$ cat config.mk
export PLATFORM = sky130hd
export DESIGN_NAME = sw_pattern_sequencer
export DESIGN_NICKNAME = d
export VERILOG_FILES = /design/src/rtl/sw_pattern_sequencer.sv
export SDC_FILE = /design/constraint.sdc
export NUM_CORES = 1
export LEC_CHECK = 0
export CAP_MARGIN = 20
export CORE_MARGIN = 10
export CORE_UTILIZATION = 42
export DETAILED_ROUTE_END_ITERATION = 7
export GPL_TIMING_DRIVEN = 0
export PLACE_DENSITY = 0.73
export SETUP_SLACK_MARGIN = 0.02
export SYNTH_ARGS = -nofsm -noshare
export SYNTH_HDL_FRONTEND = slang
export SYNTH_SLANG_ARGS = --single-unit
export TNS_END_PERCENT = 50
$ cat constraint.sdc
create_clock -name clk -period 1.92 [get_ports clk]
set_clock_uncertainty 0.15 [all_clocks]
set_input_delay 0.192 -clock clk [delete_from_list [all_inputs] [get_ports clk]]
set_output_delay 0.192 -clock clk [all_outputs]
set_load 0.005 [all_outputs]
$ cat src/rtl/sw_pattern_sequencer.sv
// Self-test sequencer: forwards switches when idle, otherwise steps through 16 nibble patterns and signs the LED response.
// Latency: 1 clock switch passthrough; a full run is 16*HOLD_CYCLES clocks from START to the DONE pulse.
// Backpressure: none; START is honoured only when idle and ABORT only while a run is applying patterns.
module sw_pattern_sequencer #(
    parameter int WIDTH       = 12,
    parameter int HOLD_CYCLES = 10
) (
    input  logic             clk,
    input  logic             rst_n,
    input  logic             start,
    input  logic             abort,
    input  logic [WIDTH-1:0] sw_in,
    input  logic [WIDTH-1:0] led_in,
    output logic [WIDTH-1:0] sw_out,
    output logic [3:0]       step,
    output logic [WIDTH-1:0] signature,
    output logic             busy,
    output logic             done,
    output logic             aborted
);

    localparam int HW = (HOLD_CYCLES > 1) ? $clog2(HOLD_CYCLES) : 1;
    localparam logic [HW-1:0] HOLD_LAST = HW'(HOLD_CYCLES - 1);

    typedef enum logic [1:0] {
        IDLE,
        APPLY,
        FIN
    } state_t;

    state_t           state, state_nxt;
    logic [HW-1:0]    hold_cnt, hold_cnt_nxt;
    logic [3:0]       step_nxt;
    logic [WIDTH-1:0] sw_out_nxt, signature_nxt;
    logic             busy_nxt, done_nxt, aborted_nxt;
    logic [3:0]       step_inc;

    function automatic logic [WIDTH-1:0] pattern(input logic [3:0] n);
        return {(WIDTH/4){n}};
    endfunction

    assign step_inc = step + 4'd1;

    always_ff @(posedge clk or negedge rst_n) begin
        if (!rst_n) begin
            state     <= IDLE;
            hold_cnt  <= '0;
            step      <= '0;
            sw_out    <= '0;
            signature <= '0;
            busy      <= 1'b0;
            done      <= 1'b0;
            aborted   <= 1'b0;
        end else begin
            state     <= state_nxt;
            hold_cnt  <= hold_cnt_nxt;
            step      <= step_nxt;
            sw_out    <= sw_out_nxt;
            signature <= signature_nxt;
            busy      <= busy_nxt;
            done      <= done_nxt;
            aborted   <= aborted_nxt;
        end
    end

    always_comb begin
        state_nxt     = state;
        hold_cnt_nxt  = hold_cnt;
        step_nxt      = step;
        sw_out_nxt    = sw_out;
        signature_nxt = signature;
        busy_nxt      = busy;
        done_nxt      = 1'b0;
        aborted_nxt   = aborted;
        unique case (state)
            IDLE: begin
                sw_out_nxt = sw_in;
                if (start) begin
                    state_nxt     = APPLY;
                    step_nxt      = '0;
                    sw_out_nxt    = pattern(4'd0);
                    hold_cnt_nxt  = '0;
                    signature_nxt = '0;
                    aborted_nxt   = 1'b0;
                    busy_nxt      = 1'b1;
                end
            end
            APPLY: begin
                // Abort freezes step and signature at their partial values.
                if (abort) begin
                    state_nxt   = IDLE;
                    busy_nxt    = 1'b0;
                    aborted_nxt = 1'b1;
                    sw_out_nxt  = sw_in;
                end else if (hold_cnt == HOLD_LAST) begin
                    signature_nxt = {signature[WIDTH-2:0], signature[WIDTH-1]} ^ led_in;
                    if (step == 4'd15) begin
                        state_nxt = FIN;
                        busy_nxt  = 1'b0;
                        done_nxt  = 1'b1;
                    end else begin
                        step_nxt     = step_inc;
                        sw_out_nxt   = pattern(step_inc);
                        hold_cnt_nxt = '0;
                    end
                end else begin
                    hold_cnt_nxt = hold_cnt + 1'b1;
                end
            end
            FIN: begin
                state_nxt = IDLE;
            end
            default: begin
                state_nxt = IDLE;
            end
        endcase
    end

endmodule

==> impl_metrics.yaml <==
placement:
  place.gp.congestion: 0.7933
  dp.cells: 292
  numPortBuffers: 57
  place.detailed.hpwl_mm: 3.506
  dpl_worst_slack_ps: -188.6
finish:
  n_antenna_cell: 0
  area_growth_pct: 51.03
  n_fill_cell: 360
  nets: 295
  layout-drive-gt1-share: 0.2083
  stdcell_count: 316
clock_network:
  cts_num_sinks: 37
  numCtsBuffers: 5
  clk_pin_slew_ps: 80
  root_buffer: "clkbuf_8"
  clockBufferDepth: 2
  cts_tree: "built"
  htreeDepth: 2
  clk_latency_ps: 290
power_and_ir_drop:
  intPower_mw: 1.769
  p_per_area_nw_per_um2: 864.6
  p_sw_mw: 0.6901
  peakVddDrop_mv: 0.4977
  seqPwrFrac: 0.401
  p_comb_frac: 0.330
  swShare: 0.2807
  leakagePower_nw: 1.240
  p_clk_frac: 0.269
die:
  rows: 24
  core_area_sq_um: 4354
  die_area_sq_um: 7562
  initial_core_util: 0.4325
  die_h_microns: 86.96
  ios: 59
  die_x_microns: 86.96
yosys:
  ys_async_sr_fraction: 1.000
  yosys_warnings: 0
  syn_area_per_cell_sq_um: 10.29
  synth_edf_count: 0
  ys_ff_latch: 37
  synth_fp_nets: 214
  synthCells: 183
  ys.flop_type: "dfrtp_1"
  synth_cell_types: 35
  synth-seq-area-share: 0.4917
  syn_area_sq_um: 1883
sta:
  whs_ps: 92.89
  fmax_mhz: 526.9
  grt_setup_unrepaired: "true"
  max_slew.worst_pin.slew_ps: 824.1
  slew_violations: 0
  hold_viol_final: 0
  fin_crit_ps: 1898
  min_period_over_period: 0.9884
  max_slew_margin: 0.4506
  final.setup.worst_slack_ps: 22.21
  setup_viol: 0
global_route:
  grt_pass1_vias: 1704
  grt_pass1_wl_mm: 8.528
  track_usage: 0.1407
  grt_max_degree: 38
  antenna_found_initial: 0
  gr-total-overflow: 0
worst_setup_path:
  cp.required_ps: 1940
  path_max_fanout: 5
  arrival_ps: 1920
  start_kind: "flip-flop"
  reg2reg_depth: 8
  regToRegSetupSlack_ps: 20
  critPathKind: "flip-flop to flip-flop"
  endpoint_kind: "flip-flop"
run_status:
  status: "complete, no violations"
drt:
  drc: 0
  num_vias: 1688
  drtIter0Drc: 115
  viasPerCell: 5.342
  drt-total-wl_mm: 5.196
  wl_per_cell_microns: 16.44
  first_pass_iters: 4
  antenna_left: 0
hold_path:
  hold_class: "primary input to flip-flop"
  min_path_cells: 3
job:
  drv_cap: 0
per-layer routing:
layer / part of all wire / routed length, microns / track usage / vias to the layer above
met5: 0 / 0 / 0 / -
met2: 0.48 / 2472 / 0.2119 / 46
met3: 0.077 / 399 / 0.06273 / 6
li1: - / - / - / 807
met4: 0.011 / 56 / 0.03535 / 0
met1: 0.44 / 2268 / 0.1786 / 829
registers in the layout (all words and copies together), names as in the netlist:
register   cells
aborted        1
busy           1
done           1
hold_cnt       4
signature     12
state          2
step           4
sw_out        12
Yosys cell counts (all sizes together) (4+ instances only):
| library cell | count | area [sq um] |
|---|---|---|
| nor2 | 9 | 33.78 |
| dfrtp | 37 | 925.9 |
| nand3 | 6 | 30.03 |
| o21ai | 22 | 110.1 |
| mux2i | 5 | 50.05 |
| mux2 | 12 | 135.1 |
| nand2 | 20 | 75.07 |
| buf | 5 | 42.53 |
| a21oi | 15 | 75.07 |
| inv | 5 | 18.77 |
| xnor2 | 12 | 105.1 |
| clkbuf | 4 | 15.01 |
logic make-up (layout without fill, tap and decap cells):
logic type               after synthesis  count (layout)  synth area share
AO/OA/AOI/OAI                         53              53            0.1675
XOR/XNOR                              13              13           0.06047
adder cells (fa/ha/maj)                3               3           0.01994
buffers and inverters                 14              95           0.04052
flip-flops                            37              37            0.4917
multiplexers                          17              17           0.09834
AND/OR/NAND/NOR                       46              46            0.1216
cells in the final DEF (no fill, tap or decap), types with 3 or more instances in the layout:
cell	count
mux2_4	8
nand3_1	5
clkbuf_8	5
buf_4	17
dfrtp_1	35
o21ai_0	22
mux2i_1	5
o2bb2ai_1	3
xnor2_1	12
nor2_1	8
nand2_1	20
buf_6	4
nand2b_1	3
mux2_2	4
inv_1	4
clkdlybuf4s50_1	56
a22o_1	3
a21oi_1	13
stage by stage:
stage          instance area (sq um)  total power [mW]  utilization  setup TNS [ps]
2_1_floorplan                   1888             1.291            -               0
3_3_place_gp                    2524             1.605       0.5796          -15870
3_5_place_dp                    2519             1.617       0.5784           -2737
4_1_cts                         2763             2.392       0.6345               0
5_1_grt                         2844             2.595       0.6532          -53.93
6_report                        2844             2.459       0.6532               0
area by class of cell:
cell class	count	area, sq um	area share
Buffer	9	67.56	0.02376
Clock buffer	5	68.82	0.02420
Clock inverter	2	35.03	0.01232
Inverter	5	18.77	0.006599
Multi-Input combinational cell	132	960.9	0.3379
Sequential cell	37	928.4	0.3264
Tap cell	52	65.06	0.02288
Timing Repair Buffer	74	699.4	0.2459
critical path: stages, from the launching register on:
cell and delay (ps):
dfrtp_1 400, inv_2 90, ha_4 130, and3b_1 180, buf_6 140, a21oi_4 70
nor2_4 150, buf_6 160, mux2_2 330
path summary, 6_finish.rpt:
check                            start          to
max                        hold_cnt[1]  sw_out[11]
min                              abort        busy
max reg2reg                hold_cnt[1]  sw_out[11]
min reg2reg                  sw_out[6]   sw_out[6]
max in group asynchronous        rst_n     step[0]
min in group asynchronous        rst_n   sw_out[8]
timing repair:
item,CTS,global route
resized for setup,20,11
setup buffers,8,7
endpoints found under the hold margin,37,0
pin swaps,3,4
setup endpoints to repair,22,23
cloned,1,0
hold buffers,1,0
power by group through the flow:
stage,sequential [mW],combinational (mW),clock (mW)
finish,0.985,0.812,0.661
global route,1.00,0.884,0.710
CTS,0.986,0.736,0.670
detailed placement,0.995,0.622,0
global placement,0.990,0.615,0
floorplan,0.989,0.302,0
No activity file was read; power rests on OpenSTA's default activity.
==> RTL edit: new RTL, same settings <==
Change the parameter `HOLD_CYCLES` from 10 to 12.
--- a/src/rtl/sw_pattern_sequencer.sv
+++ b/src/rtl/sw_pattern_sequencer.sv
@@ -3,7 +3,7 @@
 // Backpressure: none; START is honoured only when idle and ABORT only while a run is applying patterns.
 module sw_pattern_sequencer #(
     parameter int WIDTH       = 12,
-    parameter int HOLD_CYCLES = 10
+    parameter int HOLD_CYCLES = 12
 ) (
     input  logic             clk,
     input  logic             rst_n,
Function: same outputs for any inputs over 10 cycles, from zero or initial values and one cycle with rst_n low; that may be too few to reach the edited logic, so the function may still have changed.
==> RTL edit against the unedited design <==
Fmax up 2.9%; routed wire length down 0.77%; area after synthesis up 6.0%; clock power down 20%; non-clock buffer count down 2; synthesized cell count up 0.55%; sequential share of layout area down 0.60 points; sequential power up 7%; design area up 1.6%; sequential cell count unchanged; final cell count unchanged; total power down 0.20%; worst setup slack better by 0.054 ns.
==> RTL edit: results (changes against the unedited design) <==
set qor(detailedRoute.firstIterationViolations) 81 ;# was 115
set qor(cp_max_fanout) 10 ;# was 5
set qor(power.leakage_nw) 1.29 ;# was 1.24 nW
set qor(synth_compound_area_frac) 0.212 ;# was 0.167
set qor(switching_pwr_mw) 0.736 ;# was 0.690 mW
set qor(avgSynthCellArea_um2) 10.9 ;# was 10.3 µm²
set qor(vias) 1692 ;# was 1688
set qor(gp_routability_congestion) 0.834 ;# was 0.793
set qor(met2_length_mm) 2.38 ;# was 2.47 mm
set qor(cp_data_arrival_time_ns) 1.86 ;# was 1.92 ns
set qor(crit_family) {compound AO/OA/AOI/OAI gates} ;# was flip-flops
set qor(gr-usage-all-layers) 0.131 ;# was 0.141
set qor(netlist_top_cells_area) {sky130_fd_sc_hd__dfrtp_1 46%, sky130_fd_sc_hd__xnor2_1 5.7%, sky130_fd_sc_hd__o41ai_2 5.7%} ;# was sky130_fd_sc_hd__dfrtp_1 49%, sky130_fd_sc_hd__mux2_2 6.0%, sky130_fd_sc_hd__o21ai_0 5.8%
set qor(clock_power_mw) 0.531 ;# was 0.661 mW
set qor(num-nets-final) 291 ;# was 295
set qor(ys_top_cells_by_count) {37 x sky130_fd_sc_hd__dfrtp_1, 16 x sky130_fd_sc_hd__o21ai_1, 13 x sky130_fd_sc_hd__xnor2_1, 12 x sky130_fd_sc_hd__a21oi_1, 11 x sky130_fd_sc_hd__inv_1} ;# was 37 x sky130_fd_sc_hd__dfrtp_1, 22 x sky130_fd_sc_hd__o21ai_0, 20 x sky130_fd_sc_hd__nand2_1, 15 x sky130_fd_sc_hd__a21oi_1, 12 x sky130_fd_sc_hd__xnor2_1
set qor(vdd_ir_drop_max_uv) 392 ;# was 498 µV
set qor(cellPowerDensity_mw_per_mm2) 849 ;# was 865 mW/mm²
set qor(gr-usage-met1) 0.155 ;# was 0.179
set qor(detailed_place.area_mm2) 0.00263 ;# was 0.00252 mm²
set qor(result_of_the_run) {finished, final reports clean} ;# unchanged
set qor(groute.layer.met3.usage) 0.0647 ;# was 0.0627
set qor(routed_wire_length_per_instance_um) 16.3 ;# was 16.4 µm
set qor(route.met3.wl_um) 482 ;# was 399 µm
set qor(synth_cell_types) 37 ;# was 35
set qor(sequential_share_of_the_synthesized_area) 0.464 ;# was 0.492
set qor(cpPeakStageDelay_ns) 0.36 ;# was 0.40 ns
set qor(synthXorXnorAreaFrac) 0.0570 ;# was 0.0605
set qor(reg.largest.list) {signature (12), sw_out (12)} ;# unchanged
set qor(dp_hpwl_mm) 3.62 ;# was 3.51 mm
set qor(synth.area.mux_share) 0.0821 ;# was 0.0983
set qor(preCtsSetupSlack_ns) -0.158 ;# was -0.189 ns
set qor(pwr.group.sequential_mw) 1.05 ;# was 0.985 mW
set qor(timing.max_slew.rel_slack) 0.446 ;# was 0.451
set qor(wl_met1_mm) 2.22 ;# was 2.27 mm
set qor(layout-drive-gt1-share) 0.206 ;# was 0.208
set qor(yosys.area_share.adder) 0.0125 ;# was 0.0199
set qor(numPlacedInstances) 295 ;# was 292
-- RTL edit: changes by cell type after synthesis, sizes merged, moves of 3 or more --
cell	unedited run	this run
a211o	0	3
and3	1	4
buf	5	11
clkbuf	4	0
inv	5	11
mux2	12	7
nand2	20	5
o21ai	22	19
o41ai	0	12
-- RTL edit: area by class of cell --
type,instances,area [µm²]
inverter,11,41.3
timing repair buffer,70,691
tap,54,67.6
buffer,11,75.1
multi-input combinational,125,1000
clock inverter,1,7.51
sequential,37,926
fill,383,1770
clock buffer,7,76.3
-- RTL edit: metrics by stage --
stage,utilization,setup TNS [ns]
after floorplan,-,0
after global placement,0.566,-14.74
after detailed placement,0.565,-0.730
after CTS,0.596,0
after global routing,0.620,-0.125
final,0.620,0
-- RTL edit: path summary, 6_finish.rpt --
path                             start            to  slack (ns)  depth (start not counted)
max in group asynchronous        rst_n  signature[4]        0.70                          2
hold / removal                   abort       aborted        0.15                          3
min in group asynchronous        rst_n  signature[6]        0.39                          2
setup reg to reg           hold_cnt[0]  signature[5]        0.08                          7
setup / recovery           hold_cnt[0]  signature[5]        0.08                          7
hold reg to reg              sw_out[6]     sw_out[6]        0.36                          1
-- RTL edit: cells by family (layout without fill, tap and decap cells) --
group | Yosys count | in the layout
AO/OA/AOI/OAI | 57 | 57
XOR/XNOR | 13 | 13
adder cells (fa/ha/maj) | 2 | 2
buffers and inverters | 22 | 100
flip-flops | 37 | 37
multiplexers | 14 | 14
AND/OR/NAND/NOR | 39 | 39
-- RTL edit: repair_timing --
action,4_1_cts,5_1_grt
resized for setup,2,9
endpoints found under the setup margin,12,20
pin swaps,1,5
buffers inserted,4,8
hold buffers,1,0
gates cloned,0,0
hold endpoints to repair,37,0
